**src/rtl/mult_sequence_ctrl_if.sv**
```systemverilog
// Handshake bundle between the multiplier sequence controller and its stages.
// master: controller side; slave: operand source plus stage side.
interface mult_sequence_ctrl_if #(
    parameter int OP_WIDTH = 8
) ();
    logic [OP_WIDTH-1:0]   operand_in;
    logic                  load_a;
    logic                  load_b;
    logic                  start;
    logic                  mult_done;
    logic [2*OP_WIDTH-1:0] mult_product;
    logic                  sm_ready;
    logic                  bcd_ready;
    logic                  mult_start;
    logic [OP_WIDTH-1:0]   mult_a;
    logic [OP_WIDTH-1:0]   mult_b;
    logic                  sm_valid;
    logic [2*OP_WIDTH-1:0] sm_data;
    logic                  bcd_valid;
    logic                  done;
    logic                  busy;
    logic                  error;
    logic [2:0]            state_dbg;

    modport master (
        input  operand_in, load_a, load_b, start,
        input  mult_done, mult_product, sm_ready, bcd_ready,
        output mult_start, mult_a, mult_b, sm_valid, sm_data,
        output bcd_valid, done, busy, error, state_dbg
    );

    modport slave (
        output operand_in, load_a, load_b, start,
        output mult_done, mult_product, sm_ready, bcd_ready,
        input  mult_start, mult_a, mult_b, sm_valid, sm_data,
        input  bcd_valid, done, busy, error, state_dbg
    );
endinterface

```
**src/rtl/mult_sequence_ctrl.sv**
```systemverilog
// Sequence controller: operand capture, multiply, sign-magnitude, BCD, done.
// Ports: clk, rst (sync, active-high), bus (mult_sequence_ctrl_if.master).
module mult_sequence_ctrl #(
    parameter int OP_WIDTH       = 8,
    parameter int TIMEOUT_CYCLES = 255
) (
    input  logic                 clk,
    input  logic                 rst,
    mult_sequence_ctrl_if.master bus
);
    localparam int TW = $clog2(TIMEOUT_CYCLES + 1);
    // Last wait cycle: a ready still low here means the stage is dead.
    localparam logic [TW-1:0] LIMIT = TW'(TIMEOUT_CYCLES - 1);

    typedef enum logic [2:0] {
        IDLE = 3'd0,
        MULT = 3'd1,
        SIGN = 3'd2,
        BCD  = 3'd3,
        ERR  = 3'd4
    } state_t;

    state_t                state_q, state_d;
    logic [TW-1:0]         timer_q, timer_d;
    logic                  a_loaded_q, a_loaded_d;
    logic                  b_loaded_q, b_loaded_d;
    logic [OP_WIDTH-1:0]   mult_a_q, mult_a_d;
    logic [OP_WIDTH-1:0]   mult_b_q, mult_b_d;
    logic [2*OP_WIDTH-1:0] sm_data_q, sm_data_d;
    logic                  mult_start_q, mult_start_d;
    logic                  sm_valid_q, sm_valid_d;
    logic                  bcd_valid_q, bcd_valid_d;
    logic                  done_q, done_d;

    always_comb begin
        state_d      = state_q;
        timer_d      = timer_q;
        a_loaded_d   = a_loaded_q;
        b_loaded_d   = b_loaded_q;
        mult_a_d     = mult_a_q;
        mult_b_d     = mult_b_q;
        sm_data_d    = sm_data_q;
        mult_start_d = 1'b0;
        sm_valid_d   = 1'b0;
        bcd_valid_d  = 1'b0;
        done_d       = 1'b0;

        unique case (state_q)
            IDLE: begin
                // Launch uses registered flags, so a start alongside the
                // completing load is ignored; operands freeze at launch.
                if (bus.start && a_loaded_q && b_loaded_q) begin
                    mult_start_d = 1'b1;
                    state_d      = MULT;
                    timer_d      = '0;
                end else begin
                    if (bus.load_a) begin
                        mult_a_d   = bus.operand_in;
                        a_loaded_d = 1'b1;
                    end
                    if (bus.load_b) begin
                        mult_b_d   = bus.operand_in;
                        b_loaded_d = 1'b1;
                    end
                end
            end
            MULT: begin
                if (bus.mult_done) begin
                    sm_data_d  = bus.mult_product;
                    sm_valid_d = 1'b1;
                    state_d    = SIGN;
                    timer_d    = '0;
                end else if (timer_q == LIMIT) begin
                    state_d = ERR;
                end else begin
                    timer_d = timer_q + TW'(1);
                end
            end
            SIGN: begin
                if (bus.sm_ready) begin
                    bcd_valid_d = 1'b1;
                    state_d     = BCD;
                    timer_d     = '0;
                end else if (timer_q == LIMIT) begin
                    state_d = ERR;
                end else begin
                    timer_d = timer_q + TW'(1);
                end
            end
            BCD: begin
                if (bus.bcd_ready) begin
                    done_d  = 1'b1;
                    state_d = IDLE;
                    timer_d = '0;
                end else if (timer_q == LIMIT) begin
                    state_d = ERR;
                end else begin
                    timer_d = timer_q + TW'(1);
                end
            end
            ERR: begin
                if (bus.start) begin
                    state_d = IDLE;
                    timer_d = '0;
                end
            end
            default: begin
                state_d = IDLE;
                timer_d = '0;
            end
        endcase
    end

    always_ff @(posedge clk) begin
        if (rst) begin
            state_q      <= IDLE;
            timer_q      <= '0;
            a_loaded_q   <= 1'b0;
            b_loaded_q   <= 1'b0;
            mult_a_q     <= '0;
            mult_b_q     <= '0;
            sm_data_q    <= '0;
            mult_start_q <= 1'b0;
            sm_valid_q   <= 1'b0;
            bcd_valid_q  <= 1'b0;
            done_q       <= 1'b0;
        end else begin
            state_q      <= state_d;
            timer_q      <= timer_d;
            a_loaded_q   <= a_loaded_d;
            b_loaded_q   <= b_loaded_d;
            mult_a_q     <= mult_a_d;
            mult_b_q     <= mult_b_d;
            sm_data_q    <= sm_data_d;
            mult_start_q <= mult_start_d;
            sm_valid_q   <= sm_valid_d;
            bcd_valid_q  <= bcd_valid_d;
            done_q       <= done_d;
        end
    end

    assign bus.mult_start = mult_start_q;
    assign bus.mult_a     = mult_a_q;
    assign bus.mult_b     = mult_b_q;
    assign bus.sm_valid   = sm_valid_q;
    assign bus.sm_data    = sm_data_q;
    assign bus.bcd_valid  = bcd_valid_q;
    assign bus.done       = done_q;
    assign bus.busy       = (state_q == MULT) || (state_q == SIGN) ||
                            (state_q == BCD);
    assign bus.error      = (state_q == ERR);
    assign bus.state_dbg  = state_q;
endmodule

```
**src/flat_wrapper.sv**
```systemverilog
// flat-port wrapper written by rule: the top's interface ports become plain ports
module mult_sequence_ctrl_flat 
#(
    parameter int OP_WIDTH       = 8,
    parameter int TIMEOUT_CYCLES = 255
)
  (clk, rst, bus_operand_in, bus_load_a, bus_load_b, bus_start, bus_mult_done, bus_mult_product, bus_sm_ready, bus_bcd_ready, bus_mult_start, bus_mult_a, bus_mult_b, bus_sm_valid, bus_sm_data, bus_bcd_valid, bus_done, bus_busy, bus_error, bus_state_dbg);
  mult_sequence_ctrl_if #(.OP_WIDTH(OP_WIDTH)) bus_i ();
  input  logic clk;
  input  logic rst;
  input wire logic [$bits(bus_i.operand_in)-1:0] bus_operand_in;
  input wire logic [$bits(bus_i.load_a)-1:0] bus_load_a;
  input wire logic [$bits(bus_i.load_b)-1:0] bus_load_b;
  input wire logic [$bits(bus_i.start)-1:0] bus_start;
  input wire logic [$bits(bus_i.mult_done)-1:0] bus_mult_done;
  input wire logic [$bits(bus_i.mult_product)-1:0] bus_mult_product;
  input wire logic [$bits(bus_i.sm_ready)-1:0] bus_sm_ready;
  input wire logic [$bits(bus_i.bcd_ready)-1:0] bus_bcd_ready;
  output wire logic [$bits(bus_i.mult_start)-1:0] bus_mult_start;
  output wire logic [$bits(bus_i.mult_a)-1:0] bus_mult_a;
  output wire logic [$bits(bus_i.mult_b)-1:0] bus_mult_b;
  output wire logic [$bits(bus_i.sm_valid)-1:0] bus_sm_valid;
  output wire logic [$bits(bus_i.sm_data)-1:0] bus_sm_data;
  output wire logic [$bits(bus_i.bcd_valid)-1:0] bus_bcd_valid;
  output wire logic [$bits(bus_i.done)-1:0] bus_done;
  output wire logic [$bits(bus_i.busy)-1:0] bus_busy;
  output wire logic [$bits(bus_i.error)-1:0] bus_error;
  output wire logic [$bits(bus_i.state_dbg)-1:0] bus_state_dbg;
  assign bus_i.operand_in = bus_operand_in;
  assign bus_i.load_a = bus_load_a;
  assign bus_i.load_b = bus_load_b;
  assign bus_i.start = bus_start;
  assign bus_i.mult_done = bus_mult_done;
  assign bus_i.mult_product = bus_mult_product;
  assign bus_i.sm_ready = bus_sm_ready;
  assign bus_i.bcd_ready = bus_bcd_ready;
  assign bus_mult_start = bus_i.mult_start;
  assign bus_mult_a = bus_i.mult_a;
  assign bus_mult_b = bus_i.mult_b;
  assign bus_sm_valid = bus_i.sm_valid;
  assign bus_sm_data = bus_i.sm_data;
  assign bus_bcd_valid = bus_i.bcd_valid;
  assign bus_done = bus_i.done;
  assign bus_busy = bus_i.busy;
  assign bus_error = bus_i.error;
  assign bus_state_dbg = bus_i.state_dbg;
  mult_sequence_ctrl #(.OP_WIDTH(OP_WIDTH), .TIMEOUT_CYCLES(TIMEOUT_CYCLES)) u_core (.clk(clk), .rst(rst), .bus(bus_i));
endmodule
```
**config.mk**
```make
export PLATFORM = sky130hd
export DESIGN_NAME = mult_sequence_ctrl_flat
export DESIGN_NICKNAME = d
export VERILOG_FILES = /design/src/rtl/mult_sequence_ctrl_if.sv /design/src/rtl/mult_sequence_ctrl.sv /design/src/flat_wrapper.sv
export SDC_FILE = /design/constraint.sdc
export NUM_CORES = 1
export LEC_CHECK = 0
export ABC_AREA = 0
export ABC_CLOCK_PERIOD_IN_PS = 1690
export CORE_MARGIN = 10
export CORE_UTILIZATION = 38
export CTS_BUF_LIST = sky130_fd_sc_hd__clkbuf_4
export DETAILED_ROUTE_END_ITERATION = 7
export PLACE_DENSITY = 0.7
export SETUP_SLACK_MARGIN = 0.3
export SYNTH_ARGS = -nofsm -noshare
export SYNTH_HDL_FRONTEND = slang
export SYNTH_SLANG_ARGS = --single-unit
```
**constraint.sdc**
```tcl
create_clock -name clk -period 1.69 [get_ports clk]
set_input_delay 0.169 -clock clk [delete_from_list [all_inputs] [get_ports clk]]
set_output_delay 0.169 -clock clk [all_outputs]
set_load 0.03 [all_outputs]
```
======== Word level (Yosys, flattened, before mapping) ========
Cells that the tools add are included.
storage, ports and cells
  register bits after elaboration ......... 49
  bits in latches ......................... 0
  memory bits (writable) .................. 0
  memory bits (read-only) ................. 0
  output and inout bits ................... 41
  word-level logic and storage cells ...... 55
  memories ................................ 0
cells by class
  add/subtract/negate cells ............... 1
  multiply operators ...................... 0
  div/mod/pow operators ................... 0
  magnitude comparators ................... 0
  equality and inequality tests ........... 7
  shift operators ......................... 0
  mux-type cells .......................... 18
  bitwise operators ....................... 5
  reductions and logical operators ........ 13
operators by type and width
  operator                                             count
  2-to-1 mux 8 bit                                     6
  case mux 8 bit (5 select lines)                      1
  2-to-1 mux 3 bit                                     6
  case mux 3 bit (5 select lines)                      1
  adder 8 x 1 -> 8 bit, second input constant          1
  equality test 8 bit, second input constant           1
  OR reduction 2 bit                                   4
  equality test 3 x 2 -> 1 bit, second input constant  2
  AND reduction 3 bit                                  2
  NOT 1 bit                                            5
  2-to-1 mux 1 bit                                     4
  AND reduction 2 bit                                  2
  equality test 3 x 1 -> 1 bit, second input constant  1
  equality test 3 bit, second input constant           1
  logical NOT 3 bit                                    1
  logical AND 1 bit                                    2
  logical OR 1 bit                                     2
  != test 2 x 1 -> 1 bit, second input constant        1
  != test 2 bit, second input constant                 1

======== Logic depth before layout (Yosys ltp) ========
  depth after elaboration ................. 4
  depth in mapped cells ................... 7

======== Least setup slack after synthesis ========
Ideal clock, no wire load.
  path type ............................... register -> register
  from .................................... reg u_core.state_q[0] (netlist: u_core.bus.state_dbg[0])
  to ...................................... reg u_core.sm_data_q[10] (netlist: u_core.bus.sm_data[10])
  library setup time ...................... 132 ps
  data arrival time ....................... 1,557 ps
  data required time ...................... 1,558 ps
  slack ................................... 1 ps
  cell stages (with the launch flop) ...... 8
  path buffers ............................ 3
  clock period less this slack ............ 1,689 ps
  cells stage by stage .................... dfxtp_1 buf_2 nand3b_1 or2_2 buf_2 buf_2 nand2_1 a21oi_1
between the ends
  word-level cells in the longest chain between the ends .. 2
ends and longest elaborated chain
  item                                  line                       source
  start: declaration                    mult_sequence_ctrl.sv:23   state_t state_q, state_d;
  start signal: assignment              mult_sequence_ctrl.sv:128  state_q <= state_d;
  equality test 3 x 1 -> 1 bit          mult_sequence_ctrl.sv:48   unique case (state_q)
  AND reduction 2 bit (no source line)  -
  end signal: assignment                mult_sequence_ctrl.sv:134  sm_data_q <= sm_data_d;
  end: declaration                      mult_sequence_ctrl.sv:29   logic [2*OP_WIDTH-1:0] sm_data_q, sm_data_d;
No other way between the ends.
A chain may end at the register's enable or synchronous reset.

======== Worst setup path after layout ========
  from .................................... reg u_core.state_q[0] (netlist: u_core.bus.state_dbg[0])
  to ...................................... reg u_core.timer_q[4]
between the ends
  word-level cells in the longest chain between the ends .. 3
  elaborated cells between the ends (all ways) .. 9
ends and longest elaborated chain
  item                                                                             line                       source
  equality test 3 bit / logical NOT 3 bit (equally long branches)                  mult_sequence_ctrl.sv:48
  != test 2 bit (no source line) / != test 2 x 1 -> 1 bit (equally long branches)  -
  AND reduction 2 bit (no source line)                                             -
  end signal: assignment                                                           mult_sequence_ctrl.sv:129  timer_q <= timer_d;
  end: declaration                                                                 mult_sequence_ctrl.sv:24   logic [TW-1:0] timer_q, timer_d;
Parallel ways exist; a longest one is shown, timed or not.

==> results by stage <==
Timing:
- The worst hold slack is ~320 ps.
- Setup repair after global routing could not meet its margin everywhere.
- The period utilization is 0.888.
- The number of hold violations in the final report is 0.
- The setup clock skew after layout is between 10 and 15 ps.
- The count of pins over their slew limit came to 0.
- Setup violations remaining at the end of the flow were counted as 0.
- The normalized max-slew margin is 0.771.
- Derived from the worst setup path, the maximum achievable clock frequency is 666 MHz.
- The worst path needs 1500 ps of the cycle, external delays included.
- The slew of the pin with the lowest slew margin is 344 ps.

Critical path:
- Counting both buffers and inverters, the worst setup path holds a total of 0.
- The arrival time of data at the critical path endpoint is 1810 ps.
- The worst-path cell with the longest stage delay is or4b_4.
- Traced cell by cell, the critical path runs through or4b_4 -> o22ai_4 -> a21oi_2 -> o21ai_1.
- The critical path in this run is classified as reg2reg.
- The worst stage delay on the critical path is ~580 ps.
- Tracing the worst setup path back leads to its startpoint at u_core.bus.state_dbg[0].
- The worst register-to-register path begins at u_core.bus.state_dbg[0].
- The worst setup path is launched from a flop.
- STA puts the critical path data required time at 2000 ps.
- In this design, the largest share of critical-path delay is due to simple AND/OR/NAND/NOR gates.
- Along the worst path, the maximum fanout reaches 7.
- STA classifies the critical path endpoint as a flop.

Clock network:
- The clock reaches the later pin of the worst-skew pair after 370 ps.
- Clock-pin slew was measured on the worst setup and hold paths at 150 ps.
- In this run the deepest clock path goes through 2 buffers.
- The buffer type at the clock tree root is clkbuf_4.
- For this design, the sink count on the clock tree is just under 50.
- The TritonCTS clock tree is yes.
- CTS built an H-tree with a depth of 2.
- The total CTS buffers is 5.

Final layout:
- The count of antenna diodes in the layout is 0.
- The number of nets in the final layout is 351.
- The number of fill cells in the layout is 473.
- The most common cell after layout, fill and taps aside is dfxtp_1.
- The library cells used most frequently in the layout, excluding fill and tap cells, are dfxtp_1 (40), nand2_1 (36), dlygate4sd2_1 (36).
- The finished layout holds 388 standard cells, fillers aside.
- Relative to the synthesized area, the layout overhead comes to 53.4%.
- Of the cells placed in the final design, the portion with a size suffix greater than 1 is 0.211.
- The area of all sequential standard cells is 1000 sq um.
- The share of the core filled with cells is 0.598.
- Summing all multi-input logic gate instances after layout gives approximately 1000 sq um.

Yosys:
- In the synthesized netlist the async set-or-reset flop fraction comes to 0.
- Yosys printed 0 warnings.
- For this run, the leading register cell type out of synthesis is dfxtp_1.
- Synthesis produced a netlist whose cell count is 228.
- The unique cell type count in the Yosys netlist is 41.
- The synthesized area per cell is between 8 and 9 sq um.
- In this run, synthesis inferred 0 flip-flops with an integrated enable.
- The net count of the mapped netlist is 262.
- The number of storage elements in the synthesis netlist is 49.
- The fraction of the yosys area taken by sequential cells is 0.493.
- The post-synthesis instance area is roughly 2000 sq um.

Run status:
- The flow ran to the end, and the final reports show no timing, DRC or antenna violations.

Global route:
- Entering global routing, the biggest net connects 28 pins.
- The number of global-route vias before repair is about 1900.
- The final global-route overflow total is 0.
- The global-route wire length before repair is between 9000 and 10000 um.
- The number of antenna violations at the first check in global routing is 0.
- Across every metal layer, demand over resource in global routing totals 0.131.

Die:
- The floorplan step defined a die boundary enclosing 8530 sq um.
- The floorplan step set the die width to 92.4 um.
- The core region is 5110 sq um.
- The number of primary I/O pins is 73.
- The die is 92.4 um tall.
- The number of core rows is 26.
- The initial core utilization is 0.390.

Drt:
- The routed via count divided by cell count is approximately 5.0.
- The wire length reported by the detailed router is 5790 um.
- The post-detailed-route DRC marker count is 0.
- After detailed routing, the average wire length per cell comes to 14.9 um.
- The first TritonRoute pass finished after 6 iterations.
- The detail route stage leaves a number of antenna-violating nets equal to 0.
- The count of routing violations after the opening detailed-route iteration is 86.
- The via count is 1931.

Pwr:
- The total power is 0.00299 W.
- In this run the static leakage power is 1.35 nW.
- The power per unit of standard cell area is approximately 980 nW/um^2.
- The worst voltage drop across the vdd grid is just under 0.0006 V.

Placement:
- The half-perimeter wire length after placement is around 3900 um.
- The final RePlAce weighted congestion is roughly 0.80.
- The cell count after placement is roughly 370.
- In this run the tool buffered the top-level ports with between 70 and 80 buffer cells.

Job:
- The number of max-cap violations is 0.

Min path:
- The worst hold path startpoint is bus_mult_product[2].
- The path class of the lowest-slack min-delay path is in2reg.
cells in the mapped netlist (2+ instances only):
library cell,instances,area share
ha_1,2,0.013
nand2_1,38,0.072
o21ai_0,4,0.010
dfxtp_1,49,0.49
nand2b_1,2,0.0063
nand3_2,2,0.010
buf_2,4,0.010
clkbuf_1,4,0.0075
nor2_1,29,0.055
o21ai_1,3,0.0075
a22oi_1,2,0.0075
nor3_1,3,0.0075
nand4_1,2,0.0063
nand3_1,9,0.023
or2_2,2,0.0063
inv_1,7,0.013
mux2i_1,16,0.080
o211ai_1,2,0.0075
nand3b_1,2,0.0075
nor3_2,2,0.010
a21oi_1,24,0.060
layer usage:
metal	GRT usage	part of all wire
met1	0.152	0.42
met3	0.0444	0.077
met4	0.0411	0.012
met2	0.224	0.49
met5	0	0
state kept, by name, indices dropped and copies added (netlist names), 3 cells and up:
| signal | cells |
|---|---|
| u_core.bus.mult_a | 8 |
| u_core.bus.mult_b | 8 |
| u_core.bus.sm_data | 16 |
| u_core.bus.state_dbg | 3 |
| u_core.timer_q | 8 |
timing repair:
action / 4_1_cts / 5_1_grt
hold buffers: 0 / 0
resized for setup: 68 / 26
endpoints found under the hold margin: 0 / 0
endpoints found under the setup margin: 51 / 48
gates cloned: 1 / 1
pin swaps: 9 / 4
buffers inserted: 6 / 7
cell type report:
cell class | instances | share of cell area
clock buffers | 6 | 0.0147
clock inverters | 2 | 0.0111
inverters | 7 | 0.00860
multi-input cells | 163 | 0.343
flip-flops and latches | 49 | 0.328
well taps | 70 | 0.0287
repair buffers | 91 | 0.265
report_power, final:
| part | leakage [nW] | internal [W] | switching (W) |
|---|---|---|---|
| Clock | 0.0433 | 0.000324 | 0.000374 |
| Sequential | 0.405 | 0.00125 | 0.0000560 |
| Combinational | 0.904 | 0.000424 | 0.000559 |
| Total | 1.35 | 0.00200 | 0.000989 |
cell families (layout without fill, tap and decap cells):
family	count (synthesis)	count (layout)	synth area share
buffers and inverters	18	106	0.0421
adder cells (fa/ha/maj)	2	2	0.0126
multiplexers	17	17	0.0861
AND/OR/NAND/NOR	99	100	0.234
flip-flops	49	49	0.493
AO/OA/AOI/OAI	43	44	0.133
final timing paths:
check / endpoint / slack, ps / cells past startpoint
max: u_core.timer_q[4] / 190 / 4
min: u_core.bus.sm_data[2] / 320 / 3
max reg2reg: u_core.timer_q[4] / 190 / 4
min reg2reg: u_core.bus.sm_data[11] / 460 / 2
through the flow:
step | TNS [ps] | setup WS, ps | cell area (sq um)
floorplan | 0 | 163 | 2030
global placement | -57.3 | -25.2 | 2810
detailed placement | -319 | -81.3 | 2810
CTS | 0 | 149 | 2960
global route | 0 | 125 | 3050
finish | 0 | 189 | 3050
worst reg2reg max path: stages, from the launching register on:
cell     delay [ps]
dfxtp_4         400
or4b_4          580
o22ai_4         260
a21oi_2          90
o21ai_1         110
No activity file was read; power rests on OpenSTA's default activity.
